### src/rtl/debounce_multi.sv
// Multi-channel push-button debouncer: each channel is synchronised, debounced
// by its own counter, and produces a stable level plus registered event pulses.
module debounce_multi #(
  parameter int NUM_BTNS                 = 4,
  parameter int SYNC_STAGES              = 2,
  parameter int DEBOUNCE_COUNT_THRESHOLD = 100,
  parameter int LONG_PRESS_THRESHOLD     = 5000
) (
  input  logic                sysclk,
  input  logic                reset_n,
  input  logic [NUM_BTNS-1:0] btn,
  output logic [NUM_BTNS-1:0] btn_state,
  output logic [NUM_BTNS-1:0] btn_pressed,
  output logic [NUM_BTNS-1:0] btn_released,
  output logic [NUM_BTNS-1:0] btn_long_pressed
);

  localparam int DW = $clog2(DEBOUNCE_COUNT_THRESHOLD + 1);
  localparam int HW = $clog2(LONG_PRESS_THRESHOLD + 1);

  localparam logic [DW-1:0] D_LAST = DW'(DEBOUNCE_COUNT_THRESHOLD - 1);
  localparam logic [HW-1:0] H_MAX  = HW'(LONG_PRESS_THRESHOLD);
  localparam logic [HW-1:0] H_LAST = HW'(LONG_PRESS_THRESHOLD - 1);

  if (NUM_BTNS < 1) begin : g_bad_num_btns
    $error("debounce_multi: NUM_BTNS must be >= 1");
  end
  if (SYNC_STAGES < 2) begin : g_bad_sync_stages
    $error("debounce_multi: SYNC_STAGES must be >= 2");
  end
  if (DEBOUNCE_COUNT_THRESHOLD < 1) begin : g_bad_debounce
    $error("debounce_multi: DEBOUNCE_COUNT_THRESHOLD must be >= 1");
  end
  if (LONG_PRESS_THRESHOLD < 1) begin : g_bad_long_press
    $error("debounce_multi: LONG_PRESS_THRESHOLD must be >= 1");
  end

  for (genvar i = 0; i < NUM_BTNS; i++) begin : g_ch
    logic [SYNC_STAGES-1:0] sync_q;
    logic [DW-1:0]          dcnt;
    logic [HW-1:0]          hcnt;
    logic                   state_q;
    logic                   press_q;
    logic                   rel_q;
    logic                   long_q;
    logic                   s;
    logic                   accept;

    assign s      = sync_q[SYNC_STAGES-1];
    assign accept = (s != state_q) && (dcnt == D_LAST);

    always_ff @(posedge sysclk or negedge reset_n) begin
      if (!reset_n) begin
        sync_q  <= '0;
        dcnt    <= '0;
        hcnt    <= '0;
        state_q <= 1'b0;
        press_q <= 1'b0;
        rel_q   <= 1'b0;
        long_q  <= 1'b0;
      end else begin
        sync_q  <= {sync_q[SYNC_STAGES-2:0], btn[i]};
        press_q <= accept & ~state_q;
        rel_q   <= accept & state_q;
        long_q  <= 1'b0;

        if (s == state_q) begin
          dcnt <= '0;
        end else if (dcnt == D_LAST) begin
          dcnt    <= '0;
          state_q <= ~state_q;
        end else begin
          dcnt <= dcnt + 1'b1;
        end

        // Clearing on any accept edge lets a release beat a same-cycle long pulse.
        if (!state_q || accept) begin
          hcnt <= '0;
        end else if (hcnt != H_MAX) begin
          hcnt   <= hcnt + 1'b1;
          long_q <= (hcnt == H_LAST);
        end
      end
    end

    assign btn_state[i]        = state_q;
    assign btn_pressed[i]      = press_q;
    assign btn_released[i]     = rel_q;
    assign btn_long_pressed[i] = long_q;
  end

endmodule

### config.mk
export PLATFORM = sky130hd
export DESIGN_NAME = debounce_multi
export DESIGN_NICKNAME = d
export VERILOG_FILES = /design/src/rtl/debounce_multi.sv
export SDC_FILE = /design/constraint.sdc
export NUM_CORES = 1
export LEC_CHECK = 0
export ABC_AREA = 1
export BUFFER_PORTS_ARGS = -buffer_cell sky130_fd_sc_hd__buf_2
export CAP_MARGIN = 40
export CORE_ASPECT_RATIO = 1.5
export CORE_MARGIN = 3
export CORE_UTILIZATION = 60
export DETAILED_ROUTE_END_ITERATION = 6
export GPL_TIMING_DRIVEN = 0
export PLACE_DENSITY = 0.75
export SKIP_CTS_REPAIR_TIMING = 1
export SLEW_MARGIN = 20
export SYNTH_ARGS = -nofsm -noshare
export SYNTH_HDL_FRONTEND = slang
export SYNTH_SLANG_ARGS = --single-unit
### constraint.sdc
create_clock -name sysclk -period 1.4 [get_ports sysclk]
set_input_delay 0.07 -clock sysclk [delete_from_list [all_inputs] [get_ports sysclk]]
set_output_delay 0.07 -clock sysclk [all_outputs]
set_load 0.03 [all_outputs]
==> out/metrics.yaml <==
outcome:
  status: "finished, final reports clean"
route:
  drt-wirelength-per-cell_um: 12.5
  vias: 4403
  postRouteAntennaNets: 0
  routed_wl_um: 10600
  dr.pass1.iters: 5
  drc_errors: 0
  viasPerCell: 5.19
  drt_iter0_drc: 160
place:
  dpl-instance-area_sq_um: 5740
  dpl.hpwl_um: 7300
  io_buffer_count: 21
  routabilityCongestion: 0.829
  dp_slack_ps: -84.5
floorplanning:
  die_y_um: 123
  dieWidth_um: 83.9
  start_util_pct: 61.9
  row_count: 42
  io_pins: 22
  die_area_sq_um: 10300
  core-area_sq_um: 8830
synth:
  synth_fa_ha_area_share_pct: 2.75
  synth_top_area_cell: "dfrtp_1"
  yosys_warnings: 0
  yosysUniqueCellTypes: 29
  async_reset_ff_share_pct: 100
  syn_area_per_cell_sq_um: 7.96
  synth-xor-area-share_pct: 2.56
  synth_compound_area_share_pct: 2.86
  ys_seq_area_share_pct: 47.6
  synth_mux_area_share_pct: 0
  synth_area_leaders: "dfrtp_1 48%, nand2_1 11%, nor2_1 8.7%"
  synth_top_area_share_pct: 47.6
  synth_simple_gate_area_share_pct: 34.7
  syn_area_sq_um: 5470
  synth_ff_type: "dfrtp_1"
  synth_nets: 705
  ys_ff_latch: 104
  synthesis.instances: 687
  synth_enable_flop_cells: 0
  synth_top_family_by_area: "simple AND/OR/NAND/NOR gates"
worst_setup_path:
  crit_path_end_kind: "flip-flop"
  slowest_stage: "dfrtp_1"
  critPathMostFrequentCell: "nand2_2"
  worst-path-buf-inv: 0
  crit_path_max_fanout: 5
  path_delay_family: "flip-flops"
  path_class: "flip-flop to flip-flop"
  worst_ep_arrival_time_ps: 1590
  worstSetupStartpointType: "flip-flop"
  path_cells: "ha_2 > nand2_2 > nor2_4 > nand2_2 > o21ai_1 > a21oi_2"
  cp.required_ps: 1620
  cpPeakStageDelay_ps: 410
finish:
  drive_gt1_share_pct: 20.2
  stdcell_area_sq_um: 6310
  n_antenna_cell: 0
  final_cell_mix: "149 x nand2_1, 118 x nor2_1, 98 x dfrtp_1"
  final_common_cell: "nand2_1"
  fin_nets: 752
  area.growth.synth_to_final_pct: 15.5
clock_network:
  tritoncts: "yes"
  htreeDepth: 3
  insertion_delay_ps: 340
  cts.path.max_buffers: 2
  clockRootBuffer: "clkbuf_16"
  clock-sinks: 104
  cts_buffers: 9
  clkTransAtPathRegs_ps: 70
sta:
  relSlewSlack_pct: 71.3
  period_share_pct: 97.8
  skew_ps: 10.9
  tightest_slew_ps: 431
  finalHoldViolCount: 0
  fin_ws_ps: 31.0
  rsz0062_at_grt: "yes"
  clock.fmax_ghz: 0.730
  period_minus_slack_ps: 1370
  finalSetupViolCount: 0
  slew_viol_final: 0
power:
  p_per_area_nw_per_um2: 882
  leakage_nw: 2.80
  p_total_mw: 5.57
  ir_worst_vdd_mv: 0.753
grt:
  grt_overflow: 0
  track_usage_pct: 20.6
  grt_pass1_wl_um: 17700
  antenna_found_initial: 0
  first_global_vias: 4389
  grt_max_degree: 61
min_path:
  hold_path_class: "primary input to async pin"
run:
  drv_cap: 0
## cells in the mapped netlist, types with 4 or more instances
cell type / count
dfrtp_1: 104
nand2_1: 158
inv_1: 90
nand2_4: 4
ha_1: 12
nor3_1: 15
nor2_1: 126
nand4_1: 19
buf_4: 17
nand2_2: 5
nor3_2: 11
nand3_1: 48
inv_2: 4
xnor2_1: 7
a21oi_1: 18
xor2_1: 9
nor2_2: 13
o21ai_0: 5
## per-layer routing
layer / GRT usage [%] / vias to the layer above / part of all wire (%)
li1: - / 2219 / -
met1: 22.6 / 2124 / 40
met2: 39.8 / 46 / 56
met3: 3.33 / 14 / 2.1
met4: 7.55 / 0 / 1.4
met5: 0 / - / 0
## final cells by class
cell class                 count  area, sq um
buffer                        20          161
clock buffer                  12          246
clock inverter                 3         18.8
fill                         679         2520
inverter                      95          357
multi-input combinational    469         2530
sequential                   104         2610
tap                          110          138
timing repair buffer          35          249
## through the flow
step	utilization (%)	hold slack, ps	cells	setup TNS (ps)
floorplan	-	-226	687	0
global placement	64.7	179	818	-86050
detailed placement	65.0	25.6	819	-635
CTS	68.0	-344	834	-1140
global route	71.5	251	848	-367
finish	71.5	213	848	0
## sequential cells by signal (all words and copies together), names as in the netlist
signal,count
g_ch.sync_q,8
g_ch.state_q,4
g_ch.long_q,4
g_ch.dcnt,28
g_ch.press_q,4
g_ch.rel_q,4
g_ch.hcnt,52
## final timing paths
| path | slack (ps) | cells past startpoint | startpoint | to |
|---|---|---|---|---|
| worst min register to register | 350 | 0 | g_ch[3].sync_q[0]$_DFF_PN0_ | g_ch[3].sync_q[1]$_DFF_PN0_ |
| max in group asynchronous | 540 | 3 | reset_n | g_ch[3].dcnt[0]$_DFF_PN0_ |
| min in group sysclk | 350 | 0 | g_ch[3].sync_q[0]$_DFF_PN0_ | g_ch[3].sync_q[1]$_DFF_PN0_ |
| worst min-delay path | 210 | 2 | reset_n | g_ch[0].long_q$_DFF_PN0_ |
| worst max register to register | 30 | 6 | g_ch[2].hcnt[0]$_DFFE_PN0P_ | g_ch[2].hcnt[12]$_DFFE_PN0P_ |
| worst max-delay path | 30 | 6 | g_ch[2].hcnt[0]$_DFFE_PN0P_ | g_ch[2].hcnt[12]$_DFFE_PN0P_ |
## cells by family after synthesis
logic type | count (synthesis)
and+or+nand+nor | 411
DFF | 104
AOI/OAI and AO/OA | 29
buffers and inverters | 115
adders and majority gates | 12
xor gates and xnor gates | 16
## worst register-to-register path, cell delays in order (launching register included)
cell	delay, ps
dfrtp_1	410
ha_2	220
nand2_2	80
nor2_4	170
nand2_2	110
o21ai_1	190
a21oi_2	80
## power breakdown
group	internal (mW)	leakage, nW	switching [mW]
sequential	3.04	1.42	0.0428
clock	1.24	0.132	1.03
combinational	0.0753	1.25	0.129
total	4.36	2.80	1.20
Power figures use the tool's default switching activity.
